**src/rtl/game_turn_controller.sv**
```systemverilog
// Turn sequencer for a multi-player board game: rotates move requests, counts
// illegal retries and per-turn timeouts, and resolves win / draw outcomes.
module game_turn_controller #(
   parameter int unsigned NUM_PLAYERS = 2,
   parameter int unsigned TIMEOUT     = 255,
   parameter int unsigned MAX_ILLEGAL = 3
) (
   input  logic                   clock,
   input  logic                   reset,
   input  logic                   play,
   input  logic                   abort,
   input  logic                   move_done,
   input  logic                   illegal_move,
   input  logic                   win,
   input  logic                   no_space,
   output logic [NUM_PLAYERS-1:0] turn_req,
   output logic [1:0]             active_player,
   output logic                   skip,
   output logic                   game_over,
   output logic [1:0]             winner,
   output logic                   winner_valid,
   output logic                   draw
);

   localparam int unsigned TW = (TIMEOUT > 1) ? $clog2(TIMEOUT) : 1;

   typedef enum logic [1:0] {
      IDLE  = 2'b00,
      TURN  = 2'b01,
      CHECK = 2'b10,
      DONE  = 2'b11
   } state_t;

   state_t                 state_q, state_d;
   logic [NUM_PLAYERS-1:0] turn_req_q, turn_req_d;
   logic [1:0]             active_q, active_d;
   logic [1:0]             winner_q, winner_d;
   logic [1:0]             retry_q, retry_d;
   logic [2:0]             streak_q, streak_d;
   logic [TW-1:0]          timer_q, timer_d;
   logic                   skip_q, skip_d;
   logic                   game_over_q, game_over_d;
   logic                   winner_valid_q, winner_valid_d;
   logic                   draw_q, draw_d;
   logic                   play_q, play_d;
   logic                   armed_q, armed_d;

   logic       start;
   logic [1:0] next_player;
   logic       skip_now;

   assign start       = play & ~play_q & armed_q;
   assign next_player = (active_q == 2'(NUM_PLAYERS - 1)) ? '0 : active_q + 2'd1;

   always_comb begin
      state_d        = state_q;
      active_d       = active_q;
      winner_d       = winner_q;
      retry_d        = retry_q;
      streak_d       = streak_q;
      timer_d        = timer_q;
      winner_valid_d = winner_valid_q;
      draw_d         = draw_q;
      skip_d         = 1'b0;
      skip_now       = 1'b0;
      play_d         = play;
      // Blocks a start on the first edge after reset so a play level held
      // through reset release is not mistaken for a rising edge.
      armed_d        = 1'b1;

      if (abort) begin
         state_d        = IDLE;
         active_d       = '0;
         winner_d       = '0;
         retry_d        = '0;
         streak_d       = '0;
         timer_d        = '0;
         winner_valid_d = 1'b0;
         draw_d         = 1'b0;
      end else begin
         case (state_q)
            IDLE, DONE: begin
               if (start) begin
                  state_d        = TURN;
                  active_d       = '0;
                  winner_d       = '0;
                  retry_d        = '0;
                  streak_d       = '0;
                  timer_d        = '0;
                  winner_valid_d = 1'b0;
                  draw_d         = 1'b0;
               end
            end
            TURN: begin
               if (move_done && !illegal_move) begin
                  state_d = CHECK;
               end else if (move_done) begin
                  if (32'(retry_q) + 32'd1 < MAX_ILLEGAL) begin
                     retry_d = retry_q + 2'd1;
                     timer_d = '0;
                  end else begin
                     skip_now = 1'b1;
                  end
               end else if (TIMEOUT != 0 && timer_q == TW'(TIMEOUT - 1)) begin
                  skip_now = 1'b1;
               end else begin
                  timer_d = timer_q + TW'(1);
               end

               if (skip_now) begin
                  skip_d   = 1'b1;
                  active_d = next_player;
                  retry_d  = '0;
                  timer_d  = '0;
                  streak_d = streak_q + 3'd1;
                  if (32'(streak_q) + 32'd1 == NUM_PLAYERS) begin
                     state_d = DONE;
                     draw_d  = 1'b1;
                  end
               end
            end
            CHECK: begin
               if (win) begin
                  state_d        = DONE;
                  winner_d       = active_q;
                  winner_valid_d = 1'b1;
               end else if (no_space) begin
                  state_d = DONE;
                  draw_d  = 1'b1;
               end else begin
                  state_d  = TURN;
                  active_d = next_player;
                  streak_d = '0;
                  retry_d  = '0;
                  timer_d  = '0;
               end
            end
            default: state_d = IDLE;
         endcase
      end

      game_over_d = (state_d == DONE);
      for (int unsigned i = 0; i < NUM_PLAYERS; i++) begin
         turn_req_d[i] = (state_d == TURN) && (active_d == 2'(i));
      end
   end

   always_ff @(posedge clock or negedge reset) begin
      if (!reset) begin
         state_q        <= IDLE;
         turn_req_q     <= '0;
         active_q       <= '0;
         winner_q       <= '0;
         retry_q        <= '0;
         streak_q       <= '0;
         timer_q        <= '0;
         skip_q         <= 1'b0;
         game_over_q    <= 1'b0;
         winner_valid_q <= 1'b0;
         draw_q         <= 1'b0;
         play_q         <= 1'b0;
         armed_q        <= 1'b0;
      end else begin
         state_q        <= state_d;
         turn_req_q     <= turn_req_d;
         active_q       <= active_d;
         winner_q       <= winner_d;
         retry_q        <= retry_d;
         streak_q       <= streak_d;
         timer_q        <= timer_d;
         skip_q         <= skip_d;
         game_over_q    <= game_over_d;
         winner_valid_q <= winner_valid_d;
         draw_q         <= draw_d;
         play_q         <= play_d;
         armed_q        <= armed_d;
      end
   end

   assign turn_req      = turn_req_q;
   assign active_player = active_q;
   assign skip          = skip_q;
   assign game_over     = game_over_q;
   assign winner        = winner_q;
   assign winner_valid  = winner_valid_q;
   assign draw          = draw_q;

endmodule

```
**config.mk**
```make
export PLATFORM = sky130hd
export DESIGN_NAME = game_turn_controller
export DESIGN_NICKNAME = d
export VERILOG_FILES = /design/src/rtl/game_turn_controller.sv
export SDC_FILE = /design/constraint.sdc
export NUM_CORES = 1
export LEC_CHECK = 0
export CAP_MARGIN = 30
export CORE_ASPECT_RATIO = 0.8
export CORE_MARGIN = 4
export CORE_UTILIZATION = 50
export DETAILED_ROUTE_END_ITERATION = 12
export PLACE_DENSITY = 0.77
export SLEW_MARGIN = 30
export SYNTH_ARGS = -nofsm -noshare
export SYNTH_HDL_FRONTEND = slang
export SYNTH_SLANG_ARGS = --single-unit
```
**constraint.sdc**
```tcl
create_clock -name clock -period 2.42 [get_ports clock]
set_input_delay 0.242 -clock clock [delete_from_list [all_inputs] [get_ports clock]]
set_output_delay 0.242 -clock clock [all_outputs]
set_load 0.03 [all_outputs]
```
==> results of run 1 <==
-- cells in the final DEF, fill, tap and decap left out, types with 3 or more instances in the layout --
cell | netlist | routed
inv_1 | 10 | 10
nor2b_1 | 4 | 4
nand2b_1 | 3 | 3
a31oi_1 | 4 | 4
a21oi_1 | 5 | 5
nand2_1 | 13 | 13
nor3_1 | 4 | 4
nor2_1 | 12 | 12
o21ai_0 | 10 | 10
clkbuf_8 | 0 | 3
nand3_1 | 6 | 6
dfrtp_1 | 27 | 27
o211ai_1 | 3 | 3
ha_1 | 8 | 8
buf_4 | 0 | 5
clkdlybuf4s50_1 | 0 | 17
o31ai_1 | 4 | 4
a22o_1 | 4 | 4
-- stage by stage --
stage                     setup slack [ns]  instance area, um2  hold slack [ns]
final                               0.2901                1853           0.3264
after global routing                0.1336                1853           0.3622
after CTS                           0.3173                1853           0.3381
after detailed placement            0.3242                1807           0.4843
after global placement              0.3700                1807           0.4636
after floorplan                     0.5632                1573         -0.05359
-- report_power, final --
| part | leakage [nW] | total, W | internal, W | switching [W] |
|---|---|---|---|---|
| logic | 0.461 | 0.000501 | 0.000202 | 0.000299 |
| clock network | 0.0255 | 0.000259 | 0.000116 | 0.000143 |
| registers | 0.370 | 0.000512 | 0.000485 | 0.0000267 |
| total | 0.857 | 0.00127 | 0.000803 | 0.000469 |
-- worst paths after layout --
path | from | to | slack, ns | cells after the start
hold reg to reg | winner_valid$_DFFE_PN0P_ | winner_valid$_DFFE_PN0P_ | 0.50 | 1
setup / recovery | retry_q[0]$_DFFE_PN0P_ | streak_q[2]$_DFFE_PN0P_ | 0.29 | 7
hold / removal | reset | timer_q[2]$_DFFE_PN0P_ | 0.33 | 2
min in group clock | play | play_q$_DFF_PN0_ | 0.46 | 1
max in group asynchronous | reset | winner_valid$_DFFE_PN0P_ | 1.83 | 2
setup reg to reg | retry_q[0]$_DFFE_PN0P_ | streak_q[2]$_DFFE_PN0P_ | 0.29 | 7
-- flip-flops by register name, indices dropped and copies added, names as in the netlist, 2 cells and up --
signal and flops:
active_player 2, retry_q 2, state_q 2, streak_q 3, timer_q 8, turn_req 2
winner 2
-- logic make-up after synthesis --
family / Yosys count / share of synthesized area
compound gates: 46 / 0.2132
buf+inv: 15 / 0.03739
simple gates: 63 / 0.2403
mux: 2 / 0.01352
fa+ha+maj: 8 / 0.06365
flops: 27 / 0.4296
other cells: 1 / 0.002384
-- cell type report --
class	instances	area [um2]
Clock buffer	3	41.29
Clock inverter	1	5.005
Fill cell	259	1040
Inverter	10	37.54
Multi-Input combinational cell	120	838.3
Sequential cell	27	675.6
Tap cell	38	47.55
Timing Repair Buffer	22	207.7
-- routing by layer --
layer / wire length [um] / part of all wire
met4: 31 / 0.0094
met5: 0 / 0
met2: 1654 / 0.50
met1: 1451 / 0.44
met3: 152 / 0.046
==> results_dict.tcl, run 1 <==
set metrics [dict create \
    drt-pass1-iter-count 4 \
    max_slew_margin 0.6453 \
    holdBufCountCts 0 \
    worst-path-buf-inv 1 \
    postSynth.asyncResetShare 1.000 \
    grt_setup_unrepaired "false" \
    endpoint_kind "flop" \
    nNetsFinal 200 \
    crit_type "reg2reg" \
    syn_nets 178 \
    die_h_um 58.17 \
    gr-usage-all-layers 0.1753 \
    outcome "completed" \
    cts_buffers 3 \
    postSynthAreaPerCell_um2 9.708 \
    crit_chain "inv_1 -> ha_1 -> o211ai_1 -> o211ai_1 -> a31oi_1 -> nor4b_1 -> a211o_1" \
    min_path_type "in2async" \
    fin_skew_ns 0.01022 \
    use_met3 0.04506 \
    synth_seq_cells 27 \
    hold_violations 0 \
    yosys_warnings 0 \
    clkLatencyLatePin_ns 0.28 \
    synth.most_common_cell "dfrtp_1" \
    crit_arrival_ns 2.29 \
    numPortBuffers 17 \
    drc 0 \
    wl_um 3290 \
    synth_top_area_cell "dfrtp_1" \
    fmax_mhz 469.5 \
    synth-seq-area-share 0.4296 \
    grt_max_degree 28 \
    die_area_mm2 0.004113 \
    cp_top_family "compound AO/OA/AOI/OAI gates" \
    clock_path_buffers 2 \
    synth-edff-count 0 \
    synth_area_leaders "dfrtp_1, ha_1, o21ai_0, nand2_1, nor2_1" \
    maxCapViolCount 0 \
    setup-violations-final 0 \
    clkSinkCount 27 \
    netlist.area_leader.share 0.4296 \
    final_cells 221 \
    busiest_layer "met2" \
    cts-root-buf "clkbuf_8" \
    worstPathRequired_ns 2.58 \
    final.setup.tns_ns 0 \
    antenna_cells 0 \
    cts_resized 0 \
    cp_slowest_cell "a31oi_1" \
    cp-start-kind "flop" \
    crit_top_cell "o211ai_1" \
    routed_via_density 5.824 \
    ys.flop_type "dfrtp_1" \
    vias 1287 \
    grtUsageMet2 0.3184 \
    p_leak_nw 0.8572 \
    grt_pass1_wl_um 5768 \
    path_clk_slew_ns 0.10 \
    cts_max_level 1 \
    drive_above_1_share 0.09836 \
    ios 18 \
    drt-initial-drc-count 76 \
    power_w 0.001271 \
    ir_drop_uv 500.3 \
    place_inst 217 \
    grt_remaining_overflow 0 \
    post-cts-setup-buffer-count 0 \
    fp.dieW_um 70.71 \
    synth_common_cells "dfrtp_1, nand2_1, nor2_1" \
    antenna_found_initial 0 \
    final_core_util 0.6406 \
    post-route-period-util 0.8801 \
    synth_area_mm2 0.001573 \
    syn-instance-count 162 \
    worst_pin_slew_ns 0.5295 \
    gp_congestion 0.8326 \
    core_area_mm2 0.002893 \
    start_util 0.5437 \
    path_max_fanout 6 \
    max_stage_delay_ns 0.44 \
    power_density_mw_per_mm2 686.2 \
    ant_nets 0 \
    grt_use_met1 0.2158 \
    grt_pass1_vias 1213 \
    post-dp-hpwl_um 2458 \
    cts_tree "built" \
    synthDistinctLibCells 50 \
    area_delta_synth_final_pct 17.82 \
    avgRoutedWirePerCell_um 14.89 \
    placementRows 17 \
    slew_violations 0 \
    period_minus_slack_ns 2.130 \
]
Power figures use the tool's default switching activity.
==> inputs of run 2 (changes only) <==
--- a/config.mk
+++ b/config.mk
@@ -9,6 +9,7 @@
 export CORE_ASPECT_RATIO = 0.8
 export CORE_MARGIN = 4
 export CORE_UTILIZATION = 50
+export CTS_BUF_LIST = sky130_fd_sc_hd__clkbuf_8 sky130_fd_sc_hd__clkbuf_16
 export DETAILED_ROUTE_END_ITERATION = 12
 export PLACE_DENSITY = 0.77
 export SLEW_MARGIN = 30
==> constraint.sdc (replaced) <==
create_clock -name clock -period 2.56 [get_ports clock]
set_input_delay 0.256 -clock clock [delete_from_list [all_inputs] [get_ports clock]]
set_output_delay 0.256 -clock clock [all_outputs]
set_load 0.03 [all_outputs]
==> run 2 against run 1 <==
Sequential power fell by 5.1%. Non-clock buffer count is 2 lower. Critical endpoint is now retry_q[0]$_DFFE_PN0P_. Clock skew is 0.0044 ns lower. Fmax down 5.1%. Sequential share of layout area is 0.30 points higher. Combinational power fell by 8.2%. Sequential cell count unchanged. Hold slack better by 0.020 ns. Count of clock-buffer cells in the layout stayed put. Clock power shrank 8.1%. First-iteration DRC count increased by 25%. Wire length down 1.0%.
==> results_dict.tcl, run 2 (same netlist as run 1, synthesis figures left out) <==
set metrics [dict create \
    outcome "completed" \
    maxCapViolCount 0 \
    ios 18 \
    placementRows 17 \
    grt_remaining_overflow 0 \
    gr-usage-all-layers 0.1764 \
    final_core_util 0.6354 \
    reg_top3 "timer_q (8), streak_q (3)" \
    post-dp-hpwl_um 2460 \
    die_area_mm2 0.004113 \
    power_density_mw_per_mm2 643.9 \
    cp_slowest_cell "or4_1" \
    crit_arrival_ns 2.43 \
    core_area_mm2 0.002893 \
    clock_path_buffers 2 \
    area_delta_synth_final_pct 16.87 \
    worstPathRequired_ns 2.75 \
    crit_type "reg2reg" \
    drt-initial-drc-count 95 \
    slew_violations 0 \
    rr_startpoint "state_q[0]$_DFF_PN0_" \
    min_path_type "in2async" \
    antenna_cells 0 \
    numPortBuffers 17 \
    gp_congestion 0.8473 \
    die_h_um 58.17 \
    critical_path.startpoint "state_q[0]$_DFF_PN0_" \
    cp-start-kind "flop" \
    grt_pass1_wl_um 5851 \
    endpoint_kind "flop" \
    layout_common_cells "dfrtp_1, clkdlybuf4s50_1, nand2_1, nor2_1" \
    post-route-period-util 0.8765 \
    cp_top_family "simple AND/OR/NAND/NOR gates" \
    worst-path-buf-inv 2 \
    cts-root-buf "clkbuf_8" \
    wl_um 3257 \
    largest_reg_flops 8 \
    start_util 0.5437 \
    path_clk_slew_ns 0.09 \
    setup-violations-final 0 \
    grt_max_degree 28 \
    vias 1304 \
    holdBufCountCts 0 \
    drt-pass1-iter-count 4 \
    ant_nets 0 \
    post-cts-setup-buffer-count 0 \
    fin_skew_ns 0.005840 \
    final.setup.tns_ns 0 \
    clkLatencyLatePin_ns 0.27 \
    fp.dieW_um 70.71 \
    p_leak_nw 0.8474 \
    clkSinkCount 27 \
    avgRoutedWirePerCell_um 14.87 \
    regMostFlops "timer_q" \
    nNetsFinal 198 \
    max_stage_delay_ns 0.51 \
    drc 0 \
    cts_tree "built" \
    period_minus_slack_ns 2.244 \
    routed_via_density 5.954 \
    crit_chain "inv_1 -> ha_1 -> nand2_1 -> a31oi_1 -> buf_4 -> or4_1 -> mux2i_1" \
    ir_drop_uv 299.9 \
    fmax_mhz 445.7 \
    layout_commonest_cell "dfrtp_1" \
    cts_max_level 1 \
    path_max_fanout 14 \
    grt_pass1_vias 1242 \
    cts_buffers 3 \
    cts_resized 0 \
    fillers 262 \
    rrSetupSlack_ns 0.32 \
    max_slew_margin 0.6645 \
    drive_above_1_share 0.08840 \
    worst_pin_slew_ns 0.5009 \
    grt_setup_unrepaired "false" \
    antenna_found_initial 0 \
    hold_violations 0 \
]
## run 2: path summary, 6_finish.rpt
path                       cells after the start                        to
max in group asynchronous                      2    timer_q[1]$_DFFE_PN0P_
setup reg to reg                               7    retry_q[0]$_DFFE_PN0P_
hold / removal                                 2    timer_q[0]$_DFFE_PN0P_
min in group clock                             1  winner_valid$_DFFE_PN0P_
hold reg to reg                                1  winner_valid$_DFFE_PN0P_
setup / recovery                               7    retry_q[0]$_DFFE_PN0P_
## run 2: cell type report
type                    count  area, um2  share of cell area
well taps                  38      47.55             0.02587
multi-input cells         120      838.3              0.4561
clock buffers               3      41.29             0.02246
inverters                  10      37.54             0.02042
clock inverters             1      5.005            0.002723
flip-flops and latches     27      675.6              0.3676
repair buffers             20      192.7              0.1048
## run 2: worst register-to-register path: cells and delay by family, from the launching register on
family | cells | cell delay (ns)
DFF | 1 | 0.39
and+or+nand+nor | 2 | 0.72
muxes | 1 | 0.19
buffers and inverters | 2 | 0.27
adders and majority gates | 1 | 0.47
AOI/OAI and AO/OA | 1 | 0.11
## run 2: routing by layer
layer	track usage	routed length [um]
met5	0	0
met3	0.04679	185
met4	0.04021	40
met1	0.2389	1444
met2	0.2853	1587
## run 2: power breakdown
part | switching, W | total [W] | internal [W]
Combinational | 0.000281 | 0.000460 | 0.000179
Clock | 0.000129 | 0.000238 | 0.000109
Sequential | 0.0000271 | 0.000486 | 0.000459
## run 2: through the flow
stage | cells | instance area, um2 | setup WS, ns | power (W) | hold WS [ns]
finish | 219 | 1838 | 0.3162 | 0.001184 | 0.3461
global route | 219 | 1838 | 0.1347 | 0.001273 | 0.3721
CTS | 219 | 1838 | 0.3202 | 0.001189 | 0.3626
detailed placement | 215 | 1792 | 0.3531 | 0.0009490 | 0.4667
global placement | 215 | 1792 | 0.4437 | 0.0009312 | 0.4662
floorplan | 162 | 1573 | 0.7032 | 0.0008317 | -0.03959
==> inputs of run 3 (changes only) <==
--- a/config.mk
+++ b/config.mk
@@ -10,6 +10,7 @@
 export CORE_MARGIN = 4
 export CORE_UTILIZATION = 50
 export CTS_BUF_LIST = sky130_fd_sc_hd__clkbuf_8 sky130_fd_sc_hd__clkbuf_16
+export CTS_CLUSTER_DIAMETER = 60
 export DETAILED_ROUTE_END_ITERATION = 12
 export PLACE_DENSITY = 0.77
 export SLEW_MARGIN = 30
==> results of run 3 <==
Final layout, timing and power as in run 2 (identical DEF).
